## src/rtl/serial_subtractor_pkg.sv

```systemverilog
// serial_sub_pkg: shared state enum, default width and counter-width helper for the serial subtractor
package serial_sub_pkg;
  typedef enum logic {IDLE, SHIFT} state_t;
  localparam int DEF_WIDTH = 8;
  function automatic int cnt_w(input int w);
    return (w < 2) ? 1 : $clog2(w);
  endfunction
endpackage

```

## src/rtl/serial_subtractor_if.sv

```systemverilog
// serial_subtractor_if: start/operand/result bundle; ovf exists only with SERIAL_SUB_OVF_EN
interface serial_subtractor_if import serial_sub_pkg::*; #(parameter int WIDTH = DEF_WIDTH);
  logic             start;
  logic [WIDTH-1:0] a;
  logic [WIDTH-1:0] b;
  logic             bin;
  logic             ready;
  logic [WIDTH-1:0] diff;
  logic             bout;
  logic             valid;
`ifdef SERIAL_SUB_OVF_EN
  logic             ovf;
  modport master (output start, a, b, bin, input ready, diff, bout, valid, ovf);
  modport slave  (input start, a, b, bin, output ready, diff, bout, valid, ovf);
`else
  modport master (output start, a, b, bin, input ready, diff, bout, valid);
  modport slave  (input start, a, b, bin, output ready, diff, bout, valid);
`endif
endinterface

```

## src/rtl/serial_subtractor_fullsub_d.sv

```systemverilog
// fullsub_d: combinational one-bit full subtractor d = a - b - bi
module fullsub_d (
  input  logic a,
  input  logic b,
  input  logic bi,
  output logic d,
  output logic bo
);
  assign d  = a ^ b ^ bi;
  assign bo = (~a & b) | (~a & bi) | (b & bi);
endmodule

```

## src/rtl/serial_subtractor.sv

```systemverilog
// serial_subtractor: LSB-first bit-serial a-b-bin over WIDTH cycles; SERIAL_SUB_OVF_EN adds signed overflow
module serial_subtractor import serial_sub_pkg::*; #(
  parameter int WIDTH = DEF_WIDTH
) (
  input logic           clk,
  input logic           rst_n,
  serial_subtractor_if.slave bus
);
  localparam int CW = cnt_w(WIDTH);
  state_t           r_state, w_next;
  logic [WIDTH-1:0] r_a, r_b, r_res, r_diff, w_res;
  logic [CW-1:0]    r_cnt;
  logic             r_bw, r_bout, r_valid, w_d, w_bo, w_last;
`ifdef SERIAL_SUB_OVF_EN
  logic             r_am, r_bm, r_ovf;
  assign bus.ovf = r_ovf;
`endif
  fullsub_d u_fs (.a(r_a[0]), .b(r_b[0]), .bi(r_bw), .d(w_d), .bo(w_bo));
  assign w_res  = {w_d, r_res[WIDTH-1:1]};
  assign w_last = r_cnt == CW'(WIDTH - 1);
  always_comb begin
    w_next = (r_state == IDLE) ? (bus.start ? SHIFT : IDLE) : (w_last ? IDLE : SHIFT);
  end
  always_ff @(posedge clk or negedge rst_n) begin
    if (!rst_n) begin
      r_state <= IDLE;
      r_a     <= '0;
      r_b     <= '0;
      r_res   <= '0;
      r_diff  <= '0;
      r_cnt   <= '0;
      r_bw    <= 1'b0;
      r_bout  <= 1'b0;
      r_valid <= 1'b0;
`ifdef SERIAL_SUB_OVF_EN
      r_am    <= 1'b0;
      r_bm    <= 1'b0;
      r_ovf   <= 1'b0;
`endif
    end else begin
      r_state <= w_next;
      r_valid <= 1'b0;
      if (r_state == IDLE && bus.start) begin
        r_a   <= bus.a;
        r_b   <= bus.b;
        r_bw  <= bus.bin;
        r_cnt <= '0;
`ifdef SERIAL_SUB_OVF_EN
        r_am  <= bus.a[WIDTH-1];
        r_bm  <= bus.b[WIDTH-1];
`endif
      end else if (r_state == SHIFT) begin
        r_a   <= r_a >> 1;
        r_b   <= r_b >> 1;
        r_bw  <= w_bo;
        r_res <= w_res;
        r_cnt <= r_cnt + CW'(1);
        if (w_last) begin
          r_diff  <= w_res;
          r_bout  <= w_bo;
          r_valid <= 1'b1;
`ifdef SERIAL_SUB_OVF_EN
          r_ovf   <= (r_am != r_bm) && (w_d != r_am);
`endif
        end
      end
    end
  end
  assign bus.ready = r_state == IDLE;
  assign bus.diff  = r_diff;
  assign bus.bout  = r_bout;
  assign bus.valid = r_valid;
endmodule

```

## src/flat_wrapper.sv

```systemverilog
// flat-port wrapper written by rule: the top's interface ports become plain ports
module serial_subtractor_flat import serial_sub_pkg::*;
#(
  parameter int WIDTH = DEF_WIDTH
)
  (clk, rst_n, bus_start, bus_a, bus_b, bus_bin, bus_ready, bus_diff, bus_bout, bus_valid);
  serial_subtractor_if #(.WIDTH(WIDTH)) bus_i ();
  input logic clk;
  input logic rst_n;
  input wire logic [$bits(bus_i.start)-1:0] bus_start;
  input wire logic [$bits(bus_i.a)-1:0] bus_a;
  input wire logic [$bits(bus_i.b)-1:0] bus_b;
  input wire logic [$bits(bus_i.bin)-1:0] bus_bin;
  output wire logic [$bits(bus_i.ready)-1:0] bus_ready;
  output wire logic [$bits(bus_i.diff)-1:0] bus_diff;
  output wire logic [$bits(bus_i.bout)-1:0] bus_bout;
  output wire logic [$bits(bus_i.valid)-1:0] bus_valid;
  assign bus_i.start = bus_start;
  assign bus_i.a = bus_a;
  assign bus_i.b = bus_b;
  assign bus_i.bin = bus_bin;
  assign bus_ready = bus_i.ready;
  assign bus_diff = bus_i.diff;
  assign bus_bout = bus_i.bout;
  assign bus_valid = bus_i.valid;
  serial_subtractor #(.WIDTH(WIDTH)) u_core (.clk(clk), .rst_n(rst_n), .bus(bus_i));
endmodule
```

## config.mk

```make
export PLATFORM = sky130hd
export DESIGN_NAME = serial_subtractor_flat
export DESIGN_NICKNAME = d
export VERILOG_FILES = /design/src/rtl/serial_subtractor_pkg.sv /design/src/rtl/serial_subtractor_if.sv /design/src/rtl/serial_subtractor_fullsub_d.sv /design/src/rtl/serial_subtractor.sv /design/src/flat_wrapper.sv
export SDC_FILE = /design/constraint.sdc
export NUM_CORES = 1
export LEC_CHECK = 0
export CORE_MARGIN = 2
export CORE_UTILIZATION = 55
export DETAILED_ROUTE_END_ITERATION = 6
export PLACE_DENSITY = 0.83
export REMOVE_ABC_BUFFERS = 1
export SLEW_MARGIN = 20
export SYNTH_ARGS = -nofsm -noshare
export SYNTH_HDL_FRONTEND = slang
export SYNTH_SLANG_ARGS = --single-unit
export TNS_END_PERCENT = 30
```

## constraint.sdc

```tcl
create_clock -name clk -period 2.3 [get_ports clk]
set_clock_uncertainty 0.05 [all_clocks]
set_input_delay 0.345 -clock clk [delete_from_list [all_inputs] [get_ports clk]]
set_output_delay 0.345 -clock clk [all_outputs]
set_load 0.03 [all_outputs]
```

==> impl_metrics.yaml <==
final_layout:
  antenna_cells: 0
  area_growth_pct: 20.4
  drive_gt1_share_pct: 16.6
  nNetsFinal: 179
  stdcell_count: 188
synth:
  ys_ff_latch: 38
  synth_commonest_cells: "dfrtp_1, mux2i_1, nand2_1"
  ys_seq_area_share_pct: 57.1
  synthTopCellsByArea: "dfrtp_1, mux2i_1, mux2_4, nand2_1, mux2_2"
  synthArstFlopShare_pct: 100
  yosys_warnings: 0
  synth_top_area_cell: "dfrtp_1"
  synth_edf_count: 0
  synth.most_common_cell: "dfrtp_1"
  avgSynthCellArea_um2: 13.4
  yosysUniqueCellTypes: 19
  synth_area_um2: 1670
  yosysTopAreaCellShare_pct: 57.1
  synthFlopType: "dfrtp_1"
  syn_inst: 124
clock_tree:
  postCtsHoldBufs: 0
  post_cts_buffers: 0
  cts_buffer_depth: 2
  cts-resized-gates: 0
  cts_htree_levels: 2
  cts_buffers: 5
  ctsRootBufferMaster: "clkbuf_4"
  clk_latency_ps: 330
  clock_sinks: 38
  clk_pin_slew_ps: 100
  cts_tree: "built"
worst_setup_path:
  cp_max_fo: 2
  cp-end-kind: "output pin"
  crit_type: "reg -> out"
  r2r_setup_slack_ps: 820
  cpPeakStageDelay_ps: 670
  cpLargestDelayFamily: "buffers and inverters"
  crit_path_start_kind: "flop"
  cpMaxStageDelayCell: "clkdlybuf4s50_1"
  worst_ep_arrival_time_ps: 1460
  required_ps: 1900
  crit_buf_inv: 2
  crit_chain: "inv_1 > clkdlybuf4s50_1"
die:
  fp.dieH_um: 59.0
  start_util_pct: 58.9
  dieArea_um2: 3490
  chipWidth_um: 59.0
  io_pins: 31
  row_count: 19
  core_area_um2: 2830
timing:
  tns_ps: 0
  slew_viol_final: 0
  fin_crit_ps: 1850
  finalCritPeriodShare_pct: 80.5
  rsz0062_at_grt: "false"
  hold_viol_final: 0
  slew-limit-headroom_pct: 45.6
  setup_viol: 0
  max_freq_mhz: 540
  worst_slew_pin_slew_ps: 816
grt:
  grt_pass1_wl_um: 4550
  antenna_found_initial: 0
  gr-usage-all-layers_pct: 17.9
  grt_max_degree: 46
  overflow: 0
  grt_pass1_vias: 1021
hold_path:
  hold_path.class: "in -> async"
placed_design:
  place_inst: 180
  hpwl_um: 2000
  port_buffers: 30
  gp_congestion: 0.666
power:
  finalPower_uw: 2660
  power_density_nw_per_um2: 1330
  peakVddDrop_uv: 530
  power_leakage_uw: 0.000975
detailed_routing:
  vias_per_cell: 5.46
  ant_nets: 0
  totalWireLength_um: 2780
  drt-initial-drc-count: 15
  wl_per_cell_um: 14.8
  dr.pass1.iters: 4
  route.vias.total: 1026
  post-route-drc-count: 0
outcome:
  status: "complete, no violations"
run:
  maxCapViolCount: 0
-- sequential cells by signal, summed over array words and instances, names as in the netlist --
signal and flops:
u_core.bus.valid 1, u_core.r_res 7, u_core.r_b 8, u_core.r_bw 1, u_core.r_cnt 3, u_core.r_state 1, u_core.r_a 8, u_core.bus.diff 8
u_core.bus.bout 1
-- metrics by stage --
step                      area [µm²]  hold WS [ps]  setup WS [ps]  util (%)
after floorplan                 1600        -0.591            429         -
after global routing            2010          80.9            379      70.9
after global placement          1950           413            636      68.8
after detailed placement        1950           419            574      68.8
final                           2010          42.7            448      70.9
after CTS                       2010          65.4            431      70.9
-- cell usage in the layout, fill, tap and decap left out, types with 2 or more instances in the layout --
cell	synthesis	layout
dfrtp_1	38	38
mux2i_1	18	18
nor2_1	3	3
inv_1	4	4
o21ai_0	8	8
a22o_1	2	2
o21ai_1	8	8
clkbuf_4	0	5
nand2_1	15	15
ha_1	2	2
mux2_2	4	4
mux2_4	11	11
clkdlybuf4s50_1	0	29
buf_4	0	2
-- layout make-up --
type / instances / area [µm²]
fill: 234 / 822
clock inverter: 1 / 5.00
sequential: 38 / 951
inverter: 4 / 15.0
timing repair buffer: 32 / 310
clock buffer: 7 / 55.1
tap: 31 / 38.8
multi-input combinational: 75 / 632
-- power by group --
part           internal [µW]  switching (µW)
Clock                    148             204
Sequential               962             180
Combinational            599             572
-- metal layers --
| metal | up-vias | routed length [µm] | part of all wire [%] | GRT usage [%] |
|---|---|---|---|---|
| met4 | 0 | 8 | 0.29 | 4.87 |
| met1 | 507 | 1170 | 42 | 20.6 |
| met3 | 2 | 136 | 4.9 | 5.90 |
| li1 | 485 | - | - | - |
| met2 | 32 | 1470 | 53 | 31.7 |
| met5 | - | 0 | 0 | 0 |
-- worst paths after layout --
kind / startpoint / cells after the start / endpoint
max: u_core.r_state / 2 / bus_ready
min: rst_n / 1 / u_core.bus.diff[5]
max reg2reg: u_core.r_cnt[0] / 4 / u_core.bus.diff[3]
min reg2reg: u_core.r_b[4] / 2 / u_core.r_b[3]
max in group asynchronous: rst_n / 1 / u_core.r_a[5]
min in group clk: u_core.r_b[4] / 2 / u_core.r_b[3]
-- logic make-up after synthesis --
| logic type | after synthesis | share of synthesized area, % |
|---|---|---|
| AO/OA/AOI/OAI | 19 | 6.16 |
| adder cells (fa/ha/maj) | 3 | 2.70 |
| buffers and inverters | 11 | 5.03 |
| flip-flops | 38 | 57.1 |
| multiplexers | 33 | 23.4 |
| AND/OR/NAND/NOR | 20 | 5.63 |
No activity file was read; power rests on OpenSTA's default activity.
